[config.mk]
export PLATFORM = sky130hd
export DESIGN_NAME = rob_buffer_flat
export DESIGN_NICKNAME = d
export VERILOG_FILES = /design/src/rtl/rob_if.sv /design/src/rtl/rob_buffer.sv /design/src/flat_wrapper.sv
export SDC_FILE = /design/constraint.sdc
export NUM_CORES = 2
export LEC_CHECK = 0
export CAP_MARGIN = 30
export CORE_MARGIN = 2
export CORE_UTILIZATION = 40
export DETAILED_ROUTE_END_ITERATION = 16
export PLACE_DENSITY = 0.67
export REMOVE_ABC_BUFFERS = 1
export SLEW_MARGIN = 30
export SYNTH_ARGS = -nofsm -noshare
export SYNTH_HDL_FRONTEND = slang
export SYNTH_SLANG_ARGS = --single-unit
export TNS_END_PERCENT = 100
[constraint.sdc]
create_clock -name clk -period 10.9 [get_ports clk]
set_input_delay 2.18 -clock clk [delete_from_list [all_inputs] [get_ports clk]]
set_output_delay 2.18 -clock clk [all_outputs]
set_load 0.01 [all_outputs]
[src/rtl/rob_if.sv]
// rob_if: bundles the reorder buffer's rename, execute, commit and status
// signals so they travel as one port.
//   slave  : the reorder buffer (consumes alloc/wb/commit_ready, produces the rest)
//   master : whoever drives rename/execute/commit (consumes ROB outputs)
// Handshakes: a transfer happens on a rising edge where valid && ready are both
// high. The offering side holds its payload stable while valid is high and
// ready is low. Writeback ports have no ready; a strobe is always consumed.
interface rob_if #(
  parameter int DEPTH    = 16,
  parameter int IDX_W    = $clog2(DEPTH),
  parameter int PC_W     = 32,
  parameter int AREG_W   = 5,
  parameter int PREG_W   = 6,
  parameter int DATA_W   = 32,
  parameter int WB_PORTS = 2
);
  // allocation from rename
  logic                       alloc_valid;
  logic                       alloc_ready;
  logic [PC_W-1:0]            alloc_pc;
  logic [AREG_W-1:0]          alloc_lrd;
  logic [PREG_W-1:0]          alloc_prd;
  logic                       alloc_is_store;
  logic                       alloc_is_load;
  logic                       alloc_is_branch;
  logic                       alloc_pred_taken;
  logic [PC_W-1:0]            alloc_pred_target;
  logic [IDX_W-1:0]           alloc_idx;
  // completions from execute
  logic [WB_PORTS-1:0]        wb_valid;
  logic [WB_PORTS*IDX_W-1:0]  wb_idx;
  logic [WB_PORTS*DATA_W-1:0] wb_result;
  logic [WB_PORTS-1:0]        wb_taken;
  logic [WB_PORTS*PC_W-1:0]   wb_target;
  // retirement to commit
  logic                       commit_valid;
  logic                       commit_ready;
  logic [PC_W-1:0]            commit_pc;
  logic [AREG_W-1:0]          commit_lrd;
  logic [PREG_W-1:0]          commit_prd;
  logic [DATA_W-1:0]          commit_result;
  logic                       commit_is_store;
  logic                       commit_is_load;
  // recovery and status
  logic                       flush;
  logic [PC_W-1:0]            redirect_pc;
  logic [IDX_W:0]             count;
  logic                       full;
  logic                       empty;

  modport slave (
    input  alloc_valid, alloc_pc, alloc_lrd, alloc_prd, alloc_is_store,
           alloc_is_load, alloc_is_branch, alloc_pred_taken, alloc_pred_target,
           wb_valid, wb_idx, wb_result, wb_taken, wb_target, commit_ready,
    output alloc_ready, alloc_idx, commit_valid, commit_pc, commit_lrd,
           commit_prd, commit_result, commit_is_store, commit_is_load,
           flush, redirect_pc, count, full, empty
  );

  modport master (
    output alloc_valid, alloc_pc, alloc_lrd, alloc_prd, alloc_is_store,
           alloc_is_load, alloc_is_branch, alloc_pred_taken, alloc_pred_target,
           wb_valid, wb_idx, wb_result, wb_taken, wb_target, commit_ready,
    input  alloc_ready, alloc_idx, commit_valid, commit_pc, commit_lrd,
           commit_prd, commit_result, commit_is_store, commit_is_load,
           flush, redirect_pc, count, full, empty
  );
endinterface

[src/rtl/rob_buffer.sv]
// rob_buffer: reorder buffer with internal head/tail pointers. One in-order
// allocation per cycle, WB_PORTS out-of-order completions per cycle, one
// in-order retirement per cycle. A mispredicted branch is resolved when it
// retires: flush/redirect_pc fire that cycle and all younger entries drop.
// Ports:
//   clk   : clock, rising edge
//   rst_n : asynchronous active-low reset
//   bus   : rob_if.slave (alloc_*, wb_*, commit_*, flush, redirect_pc,
//           count, full, empty)
// Optional build macro ROB_WB_BYPASS_EN: a writeback hitting the head index
// makes it retireable in the same cycle, with result/taken/target taken from
// that port. Without it, writeback is visible one cycle later.
module rob_buffer #(
  parameter int DEPTH    = 16,
  parameter int IDX_W    = $clog2(DEPTH),
  parameter int PC_W     = 32,
  parameter int AREG_W   = 5,
  parameter int PREG_W   = 6,
  parameter int DATA_W   = 32,
  parameter int WB_PORTS = 2
) (
  input logic  clk,
  input logic  rst_n,
  rob_if.slave bus
);
  localparam int PTR_W = IDX_W + 1;

  // pointers carry a wrap bit above the index bits
  logic [PTR_W-1:0] head, tail;
  logic [DEPTH-1:0] valid, done;

  logic [PC_W-1:0]   pc_q          [DEPTH];
  logic [AREG_W-1:0] lrd_q         [DEPTH];
  logic [PREG_W-1:0] prd_q         [DEPTH];
  logic              is_store_q    [DEPTH];
  logic              is_load_q     [DEPTH];
  logic              is_branch_q   [DEPTH];
  logic              pred_taken_q  [DEPTH];
  logic [PC_W-1:0]   pred_target_q [DEPTH];
  logic [DATA_W-1:0] result_q      [DEPTH];
  logic              taken_q       [DEPTH];
  logic [PC_W-1:0]   target_q      [DEPTH];

  logic [IDX_W-1:0]  h, t;
  logic              hd_done, hd_taken;
  logic [PC_W-1:0]   hd_target;
  logic [DATA_W-1:0] hd_result;
  logic              retire, mispredict, alloc_fire;

  assign h = head[IDX_W-1:0];
  assign t = tail[IDX_W-1:0];

  // head entry view, optionally overridden by a same-cycle writeback
  always_comb begin
    hd_done   = done[h];
    hd_taken  = taken_q[h];
    hd_target = target_q[h];
    hd_result = result_q[h];
`ifdef ROB_WB_BYPASS_EN
    for (int p = 0; p < WB_PORTS; p++) begin
      if (bus.wb_valid[p] && (bus.wb_idx[p*IDX_W +: IDX_W] == h)) begin
        hd_done   = 1'b1;
        hd_taken  = bus.wb_taken[p];
        hd_target = bus.wb_target[p*PC_W +: PC_W];
        hd_result = bus.wb_result[p*DATA_W +: DATA_W];
      end
    end
`else
`endif
  end

  assign bus.full  = (head[IDX_W] != tail[IDX_W]) && (h == t);
  assign bus.empty = (head == tail);
  assign bus.count = tail - head;

  assign bus.commit_valid    = valid[h] && hd_done;
  assign bus.commit_pc       = pc_q[h];
  assign bus.commit_lrd      = lrd_q[h];
  assign bus.commit_prd      = prd_q[h];
  assign bus.commit_result   = hd_result;
  assign bus.commit_is_store = is_store_q[h];
  assign bus.commit_is_load  = is_load_q[h];

  assign retire     = bus.commit_valid && bus.commit_ready;
  assign mispredict = is_branch_q[h] &&
                      ((pred_taken_q[h] != hd_taken) ||
                       (hd_taken && (pred_target_q[h] != hd_target)));
  assign bus.flush  = retire && mispredict;
  assign bus.redirect_pc = !bus.flush ? '0 :
                           hd_taken   ? hd_target : (pc_q[h] + PC_W'(4));

  // flush blocks allocation so the squash never races a new entry
  assign bus.alloc_ready = !bus.full && !bus.flush;
  assign bus.alloc_idx   = t;
  assign alloc_fire      = bus.alloc_valid && bus.alloc_ready;

  // control state: pointers and valid/done bits
  always_ff @(posedge clk or negedge rst_n) begin
    if (!rst_n) begin
      head  <= '0;
      tail  <= '0;
      valid <= '0;
      done  <= '0;
    end else begin
      for (int p = 0; p < WB_PORTS; p++) begin
        if (bus.wb_valid[p] && valid[bus.wb_idx[p*IDX_W +: IDX_W]])
          done[bus.wb_idx[p*IDX_W +: IDX_W]] <= 1'b1;
      end
      if (bus.flush) begin
        // the branch retires; everything younger is discarded
        valid <= '0;
        head  <= head + PTR_W'(1);
        tail  <= head + PTR_W'(1);
      end else begin
        if (retire) begin
          valid[h] <= 1'b0;
          head     <= head + PTR_W'(1);
        end
        if (alloc_fire) begin
          valid[t] <= 1'b1;
          done[t]  <= 1'b0;
          tail     <= tail + PTR_W'(1);
        end
      end
    end
  end

  // payload storage, no reset needed; later ports overwrite earlier ones
  always_ff @(posedge clk) begin
    for (int p = 0; p < WB_PORTS; p++) begin
      if (bus.wb_valid[p] && valid[bus.wb_idx[p*IDX_W +: IDX_W]]) begin
        result_q[bus.wb_idx[p*IDX_W +: IDX_W]] <= bus.wb_result[p*DATA_W +: DATA_W];
        taken_q[bus.wb_idx[p*IDX_W +: IDX_W]]  <= bus.wb_taken[p];
        target_q[bus.wb_idx[p*IDX_W +: IDX_W]] <= bus.wb_target[p*PC_W +: PC_W];
      end
    end
    if (alloc_fire) begin
      pc_q[t]          <= bus.alloc_pc;
      lrd_q[t]         <= bus.alloc_lrd;
      prd_q[t]         <= bus.alloc_prd;
      is_store_q[t]    <= bus.alloc_is_store;
      is_load_q[t]     <= bus.alloc_is_load;
      is_branch_q[t]   <= bus.alloc_is_branch;
      pred_taken_q[t]  <= bus.alloc_pred_taken;
      pred_target_q[t] <= bus.alloc_pred_target;
    end
  end
endmodule

[src/flat_wrapper.sv]
// flat-port wrapper written by rule: the top's interface ports become plain ports
module rob_buffer_flat 
#(
  parameter int DEPTH    = 16,
  parameter int IDX_W    = $clog2(DEPTH),
  parameter int PC_W     = 32,
  parameter int AREG_W   = 5,
  parameter int PREG_W   = 6,
  parameter int DATA_W   = 32,
  parameter int WB_PORTS = 2
)
  (clk, rst_n, bus_alloc_valid, bus_alloc_pc, bus_alloc_lrd, bus_alloc_prd, bus_alloc_is_store, bus_alloc_is_load, bus_alloc_is_branch, bus_alloc_pred_taken, bus_alloc_pred_target, bus_wb_valid, bus_wb_idx, bus_wb_result, bus_wb_taken, bus_wb_target, bus_commit_ready, bus_alloc_ready, bus_alloc_idx, bus_commit_valid, bus_commit_pc, bus_commit_lrd, bus_commit_prd, bus_commit_result, bus_commit_is_store, bus_commit_is_load, bus_flush, bus_redirect_pc, bus_count, bus_full, bus_empty);
  rob_if #(.DEPTH(DEPTH), .IDX_W(IDX_W), .PC_W(PC_W), .AREG_W(AREG_W), .PREG_W(PREG_W), .DATA_W(DATA_W), .WB_PORTS(WB_PORTS)) bus_i ();
  input logic clk;
  input logic rst_n;
  input wire logic [$bits(bus_i.alloc_valid)-1:0] bus_alloc_valid;
  input wire logic [$bits(bus_i.alloc_pc)-1:0] bus_alloc_pc;
  input wire logic [$bits(bus_i.alloc_lrd)-1:0] bus_alloc_lrd;
  input wire logic [$bits(bus_i.alloc_prd)-1:0] bus_alloc_prd;
  input wire logic [$bits(bus_i.alloc_is_store)-1:0] bus_alloc_is_store;
  input wire logic [$bits(bus_i.alloc_is_load)-1:0] bus_alloc_is_load;
  input wire logic [$bits(bus_i.alloc_is_branch)-1:0] bus_alloc_is_branch;
  input wire logic [$bits(bus_i.alloc_pred_taken)-1:0] bus_alloc_pred_taken;
  input wire logic [$bits(bus_i.alloc_pred_target)-1:0] bus_alloc_pred_target;
  input wire logic [$bits(bus_i.wb_valid)-1:0] bus_wb_valid;
  input wire logic [$bits(bus_i.wb_idx)-1:0] bus_wb_idx;
  input wire logic [$bits(bus_i.wb_result)-1:0] bus_wb_result;
  input wire logic [$bits(bus_i.wb_taken)-1:0] bus_wb_taken;
  input wire logic [$bits(bus_i.wb_target)-1:0] bus_wb_target;
  input wire logic [$bits(bus_i.commit_ready)-1:0] bus_commit_ready;
  output wire logic [$bits(bus_i.alloc_ready)-1:0] bus_alloc_ready;
  output wire logic [$bits(bus_i.alloc_idx)-1:0] bus_alloc_idx;
  output wire logic [$bits(bus_i.commit_valid)-1:0] bus_commit_valid;
  output wire logic [$bits(bus_i.commit_pc)-1:0] bus_commit_pc;
  output wire logic [$bits(bus_i.commit_lrd)-1:0] bus_commit_lrd;
  output wire logic [$bits(bus_i.commit_prd)-1:0] bus_commit_prd;
  output wire logic [$bits(bus_i.commit_result)-1:0] bus_commit_result;
  output wire logic [$bits(bus_i.commit_is_store)-1:0] bus_commit_is_store;
  output wire logic [$bits(bus_i.commit_is_load)-1:0] bus_commit_is_load;
  output wire logic [$bits(bus_i.flush)-1:0] bus_flush;
  output wire logic [$bits(bus_i.redirect_pc)-1:0] bus_redirect_pc;
  output wire logic [$bits(bus_i.count)-1:0] bus_count;
  output wire logic [$bits(bus_i.full)-1:0] bus_full;
  output wire logic [$bits(bus_i.empty)-1:0] bus_empty;
  assign bus_i.alloc_valid = bus_alloc_valid;
  assign bus_i.alloc_pc = bus_alloc_pc;
  assign bus_i.alloc_lrd = bus_alloc_lrd;
  assign bus_i.alloc_prd = bus_alloc_prd;
  assign bus_i.alloc_is_store = bus_alloc_is_store;
  assign bus_i.alloc_is_load = bus_alloc_is_load;
  assign bus_i.alloc_is_branch = bus_alloc_is_branch;
  assign bus_i.alloc_pred_taken = bus_alloc_pred_taken;
  assign bus_i.alloc_pred_target = bus_alloc_pred_target;
  assign bus_i.wb_valid = bus_wb_valid;
  assign bus_i.wb_idx = bus_wb_idx;
  assign bus_i.wb_result = bus_wb_result;
  assign bus_i.wb_taken = bus_wb_taken;
  assign bus_i.wb_target = bus_wb_target;
  assign bus_i.commit_ready = bus_commit_ready;
  assign bus_alloc_ready = bus_i.alloc_ready;
  assign bus_alloc_idx = bus_i.alloc_idx;
  assign bus_commit_valid = bus_i.commit_valid;
  assign bus_commit_pc = bus_i.commit_pc;
  assign bus_commit_lrd = bus_i.commit_lrd;
  assign bus_commit_prd = bus_i.commit_prd;
  assign bus_commit_result = bus_i.commit_result;
  assign bus_commit_is_store = bus_i.commit_is_store;
  assign bus_commit_is_load = bus_i.commit_is_load;
  assign bus_flush = bus_i.flush;
  assign bus_redirect_pc = bus_i.redirect_pc;
  assign bus_count = bus_i.count;
  assign bus_full = bus_i.full;
  assign bus_empty = bus_i.empty;
  rob_buffer #(.DEPTH(DEPTH), .IDX_W(IDX_W), .PC_W(PC_W), .AREG_W(AREG_W), .PREG_W(PREG_W), .DATA_W(DATA_W), .WB_PORTS(WB_PORTS)) u_core (.clk(clk), .rst_n(rst_n), .bus(bus_i));
endmodule
Word-level counts from Yosys, hierarchy flattened
Memories as Yosys holds them, arrays and structs flattened.
Index checks and enable logic that the tools add are counted.

operators by class
  add/subtract/negate cells = 4
  magnitude comparators = 8
  equality and inequality tests = 5
  muxes and demuxes = 36
  bitwise operators = 7
  reduce and logical (&&, ||, !) cells = 19

operators by type and width
  cell                                                        count
  2-to-1 mux 16 bit                                           8
  2-to-1 mux 32 bit                                           2
  OR 16 bit                                                   3
  adder 32 x 3 -> 32 bit, second input constant               1
  AND 16 bit                                                  2
  != test 32 bit                                              1
  NOT 16 bit                                                  2
  less-than comparator 4 x 5 -> 1 bit, second input constant  4
  2-to-1 mux 5 bit                                            4
  binary-select mux 1 bit (select 4 bit)                      4
  demux 1 bit (select 4 bit)                                  4
  >= comparator 4 x 1 -> 1 bit, second input constant         4
  logical AND 1 bit                                           14
  2-to-1 mux 1 bit                                            14
  adder 5 x 1 -> 5 bit, second input constant                 2
  equality test 5 bit                                         1
  subtractor 5 bit                                            1
  equality test 4 bit                                         1
  nonzero test 2 bit                                          2
  zero test 1 bit                                             2
  != test 1 bit                                               2
  logical OR 1 bit                                            1

word-level totals
  bits in registers = 42
  bits in writable memories = 2304
  input port bits = 223
  output and inout port bits = 123
  logic and storage cells = 94
  memories kept = 11

memory list
  memory                depth  bits a word  read ports  clocked after memory_dff  wr ports  RTL line          source
  u_core.pc_q           16     32           1           0                         1         rob_buffer.sv:32  logic [PC_W-1:0] pc_q [DEPTH];
  u_core.pred_target_q  16     32           1           0                         1         rob_buffer.sv:39  logic [PC_W-1:0] pred_target_q [DEPTH];
  u_core.result_q       16     32           1           0                         2         rob_buffer.sv:40  logic [DATA_W-1:0] result_q [DEPTH];
  u_core.target_q       16     32           1           0                         2         rob_buffer.sv:42  logic [PC_W-1:0] target_q [DEPTH];
  u_core.prd_q          16     6            1           0                         1         rob_buffer.sv:34  logic [PREG_W-1:0] prd_q [DEPTH];
  u_core.lrd_q          16     5            1           0                         1         rob_buffer.sv:33  logic [AREG_W-1:0] lrd_q [DEPTH];
  5 more memories       -      -            -           -                         -         -

Depth between registers and ports, before layout
  depth in word-level cells = 11
  depth in mapped cells = 18
  depth with buffers taken out = 9

Worst setup path after synthesis
OpenSTA, ideal clock, no wires.

  path kind = input port to flip-flop
  start = input bus_wb_idx[0]
  end = register u_core.done[0]
  setup time = 0.084 ns
  arrival time = 8.798 ns
  required time = 10.816 ns
  path slack = 2.018 ns
  cell stages on the path = 7
  buffers on the path = 1
  path through = clkbuf_1 -> mux4_2 -> mux4_2 -> and2_1 -> or3b_2 -> o21ai_0 -> o22a_1

on the way
  cells in the longest elaborated chain, start to end = 11
  elaborated cells between the ends (all ways) = 15
  classes of those cells = order compare: 2; mux: 8; bitwise: 3; reduce/logical: 2

ends and longest elaborated chain
  element                                                                                                           RTL line            source
  start, declared                                                                                                   flat_wrapper.sv:26  input wire logic [$bits(bus_i.wb_idx)-1:0] bus_wb_idx;
  less-than comparator 4 x 5 -> 1 bit (implied by the code) / >= comparator 4 x 1 -> 1 bit (equally long branches)  rob_buffer.sv:107   done[bus.wb_idx[p*IDX_W +: IDX_W]] <= 1'b1;
  logical AND 1 bit (implied by the code)                                                                           rob_buffer.sv:107
  2-to-1 mux 1 bit (implied by the code)                                                                            rob_buffer.sv:107
  demux 1 bit (select 4 bit)                                                                                        -
  OR 16 bit (no line)                                                                                               -
  2-to-1 mux 16 bit (*)                                                                                             rob_buffer.sv:106   if (bus.wb_valid[p] && valid[bus.wb_idx[p*IDX_W +: IDX_W]])
  OR 16 bit (no line)                                                                                               -
  2-to-1 mux 16 bit (*)                                                                                             rob_buffer.sv:106
  AND 16 bit (no line)                                                                                              -
  2-to-1 mux 16 bit                                                                                                 rob_buffer.sv:119   if (alloc_fire) begin
  2-to-1 mux 16 bit (*)                                                                                             rob_buffer.sv:109   if (bus.flush) begin
  end signal, assigned                                                                                              rob_buffer.sv:103   done <= '0;
  end signal, assigned by index                                                                                     rob_buffer.sv:107
  end signal, assigned by index                                                                                     rob_buffer.sv:121   done[t] <= 1'b0;
  end, declared                                                                                                     rob_buffer.sv:30    logic [DEPTH-1:0] valid, done;

Mark *: on every way between the ends. The rest lies on a longest branch, timed or not. The select of a mux whose other input is x is not followed.
A chain may end at the register's enable or synchronous reset.

Final worst setup path
  start = register u_core.head[0]
  end = output bus_redirect_pc[8]

on the way
  cells in the longest elaborated chain, start to end = 7
  elaborated cells between the ends (all ways) = 21
  classes of those cells = add/sub: 1; eq/ne: 2; mux: 6; reduce/logical: 6; memory: 6

ends and longest elaborated chain
  element                                                                            RTL line            source
  start, declared                                                                    rob_buffer.sv:29    logic [PTR_W-1:0] head, tail;
  start signal, assigned                                                             rob_buffer.sv:112   head <= head + PTR_W'(1);
  start signal, assigned                                                             rob_buffer.sv:117   head <= head + PTR_W'(1);
  parallel branches: the longest is 6 deep, another holds memory read (16 x 32 bit)  -
  2-to-1 mux 32 bit (*)                                                              rob_buffer.sv:89    assign bus.redirect_pc = !bus.flush ? '0 :
  end, declared                                                                      flat_wrapper.sv:41  output wire logic [$bits(bus_i.redirect_pc)-1:0] bus_redirect_pc;

Mark *: on every way between the ends. The select of a mux whose other input is x is not followed.

==> impl_metrics.yaml <==
floorplanning:
  start_util: 0.402
  dieWidth_um: 511
  die_h_um: 511
  row_count: 186
  core-area_um2: 256000
  io_pins: 346
  die_area_um2: 261000
critical_path:
  timing.critical_path.from: "u_core.head[0]"
  cp-end-kind: "output pin"
  cp_cell_sequence: "buf_12 > mux4_2 > a22oi_1 > nand2_1 > xor2_1 > nand4_1 > or3_1 > o31ai_4 > buf_4 > a211oi_1 > clkdlybuf4s50_1"
  timing.rr.start: "u_core.head[0]"
  crit_type: "reg2out"
  crit_slowest_cell: "dfrtp_4"
  reg2reg_slack_ps: 4020
  crit_fanout: 84
  slowest_delay_ps: 990
  critPathRequiredTime_ps: 8720
  path_buf_inv: 3
  cp-start-kind: "flip-flop"
  critPathTopFamily: "buffers and inverters"
  r2r-end: "u_core.pc_q[14][12]"
  worstPathArrival_ps: 6310
  r2r_cells: 13
placed_design:
  dp_hpwl_um: 162000
  place_ws_ps: 3200
  portBuffers: 345
  placed_cell_area_um2: 110000
  routabilityCongestion: 0.801
cts:
  worstSkewPairLatency_ps: 890
  cts_setup_buffers: 0
  clock_sinks: 2346
  root_buffer: "clkbuf_16"
  cts_max_path_buffers: 3
  cts_hold_buf: 0
  cts_made_buffers: 216
  cts_tree: "yes"
  clkTransAtPathRegs_ps: 70
  htreeDepth: 4
  post_cts_resized: 0
global_route:
  grt.total_usage: 0.222
  grt_overflow: 0
  grt_pass1_wl_um: 416000
  grt_max_degree: 122
  grt_pass1_vias: 54892
  antenna_found_initial: 101
yosys:
  async_flop_share: 0.0179
  yosysTopAreaCellShare: 0.672
  synthesis.area_um2: 103000
  synth-edff-count: 2304
  synthFlopType: "edfxtp_1"
  netlist_instances: 5091
  synth.avg_cell_area_um2: 20.2
  synth_seq_cells: 2346
  ys_seq_area_frac: 0.683
  synth.distinct_cells: 45
  synth.largest_area_cell: "edfxtp_1"
  synthTopCellsByArea: "edfxtp_1 (67%), mux4_2 (15%), mux2_2 (11%)"
  yosys_warnings: 0
sta:
  setup_slack_ps: 2410
  slew_headroom: 0.304
  fin_crit_ps: 8490
  hold_violations: 0
  fin_crit_sh: 0.779
  setup_viol: 0
  maxSlewViolCount: 0
  fin_worst_skew_ps: 58.4
  rsz0062_at_grt: "false"
  fmax_mhz: 118
  setup_tns_ps: 0
  fin_hold_ws_ps: 494
  tightest_slew_ps: 1040
route:
  wl_um: 296000
  dr_total_vias: 54225
  routedWlPerCell_um: 33.0
  vias_per_cell: 6.05
  drtAntennaViolNets: 0
  drt_iter0_drc: 6814
  drc: 0
  firstDrtPassIters: 7
final_layout:
  drive_gt1_frac: 0.401
  fin_area_um2: 117000
  mostFrequentLayoutCells: "edfxtp_1 (2,304), mux2_2 (1,041), mux4_2 (676)"
  fillers: 21289
  area_growth_pct: 14.1
  final_common_cell: "edfxtp_1"
  fin_nets: 5586
hold_path:
  hold_class: "reg2reg"
  hp-start: "u_core.done[13]"
  min_to: "u_core.done[13]"
  min_path_cells: 1
job:
  maxCapViolCount: 0
outcome:
  status: "complete, no violations"
power_and_ir_drop:
  ir_drop_v: 0.000208
  design_power_total_w: 0.0279
  power_density_nw_per_um2: 238
  leakagePower_nw: 36.4
## synthesized netlist by cell type, types with 2 or more instances
library cell	instances
a21oi_1	19
nor3_1	14
buf_6	14
buf_2	67
and3_1	7
a22oi_1	78
ha_1	13
nand2_1	73
o21ai_0	31
mux2i_1	10
mux4_2	676
nand4_1	9
xor2_1	44
a211oi_1	28
a21o_1	2
nor2b_1	8
o22a_1	16
o21bai_1	12
edfxtp_1	2304
buf_1	64
nand3b_1	3
nand3_1	42
a22o_1	15
and2_1	7
inv_1	16
clkbuf_1	270
nor2_1	63
buf_4	29
xnor2_1	31
mux2_2	1041
nand2b_1	5
a221oi_1	14
dfrtp_1	42
nor4_1	10
o211ai_1	4
## flip-flops by register name, indices dropped and copies added (netlist names)
register              cells
u_core.pc_q             512
u_core.pred_target_q    512
u_core.result_q         512
u_core.target_q         512
u_core.prd_q             96
u_core.lrd_q             80
u_core.done              16
u_core.is_branch_q       16
u_core.is_load_q         16
u_core.is_store_q        16
u_core.pred_taken_q      16
u_core.taken_q           16
u_core.valid             16
u_core.head               5
u_core.tail               5
## cells by family (layout without fill, tap and decap cells)
| family | Yosys count | in the layout | synth area share |
|---|---|---|---|
| other | 0 | 38 | 0 |
| buffers and inverters | 462 | 906 | 0.0197 |
| AND/OR/NAND/NOR | 246 | 246 | 0.0111 |
| multiplexers | 1727 | 1727 | 0.263 |
| AO/OA/AOI/OAI | 221 | 221 | 0.0157 |
| adder cells (fa/ha/maj) | 14 | 14 | 0.00178 |
| XOR/XNOR | 75 | 75 | 0.00638 |
| flip-flops | 2346 | 2346 | 0.683 |
## per-stage QoR
stage	instances	util
floorplan	4647	-
global placement	8511	0.430
detailed placement	8513	0.430
CTS	8917	0.458
global route	8935	0.458
finish	8957	0.458
## power by group
part / total [W] / internal, W / switching [W]
Combinational: 0.00939 / 0.00412 / 0.00527
Sequential: 0.0110 / 0.0106 / 0.000335
Clock: 0.00755 / 0.00410 / 0.00345
Total: 0.0279 / 0.0189 / 0.00906
## how the worst max path moves through the flow
| stage | to | slack [ps] | cells after the start |
|---|---|---|---|
| 2_1_floorplan | u_core.is_branch_q[0] | -20450 | 9 |
| 3_3_place_gp | bus_redirect_pc[8] | 3150 | 11 |
| 3_5_place_dp | bus_redirect_pc[8] | 3200 | 11 |
| 4_1_cts | bus_redirect_pc[8] | 2230 | 11 |
| 5_1_grt | bus_redirect_pc[8] | 2110 | 12 |
| 6_report | bus_redirect_pc[8] | 2410 | 11 |
## area by class of cell
cell class	count	area, um2	area share
Inverter	18	75.1	0.000639
Clock inverter	138	1390	0.0119
Tap cell	3384	4230	0.0361
Sequential cell	2346	70200	0.598
Antenna cell	38	95.1	0.000810
Timing Repair Buffer	484	4680	0.0399
Clock buffer	266	5590	0.0476
Multi-Input combinational cell	2283	31100	0.265
## per-layer routing
metal | global-route usage | up-vias | share of wire
met2 | 0.357 | 2658 | 0.48
met5 | 0 | - | 0.0017
li1 | - | 21710 | -
met3 | 0.0556 | 555 | 0.094
met4 | 0.0664 | 82 | 0.026
met1 | 0.298 | 29220 | 0.40
No activity file was read; power rests on OpenSTA's default activity.
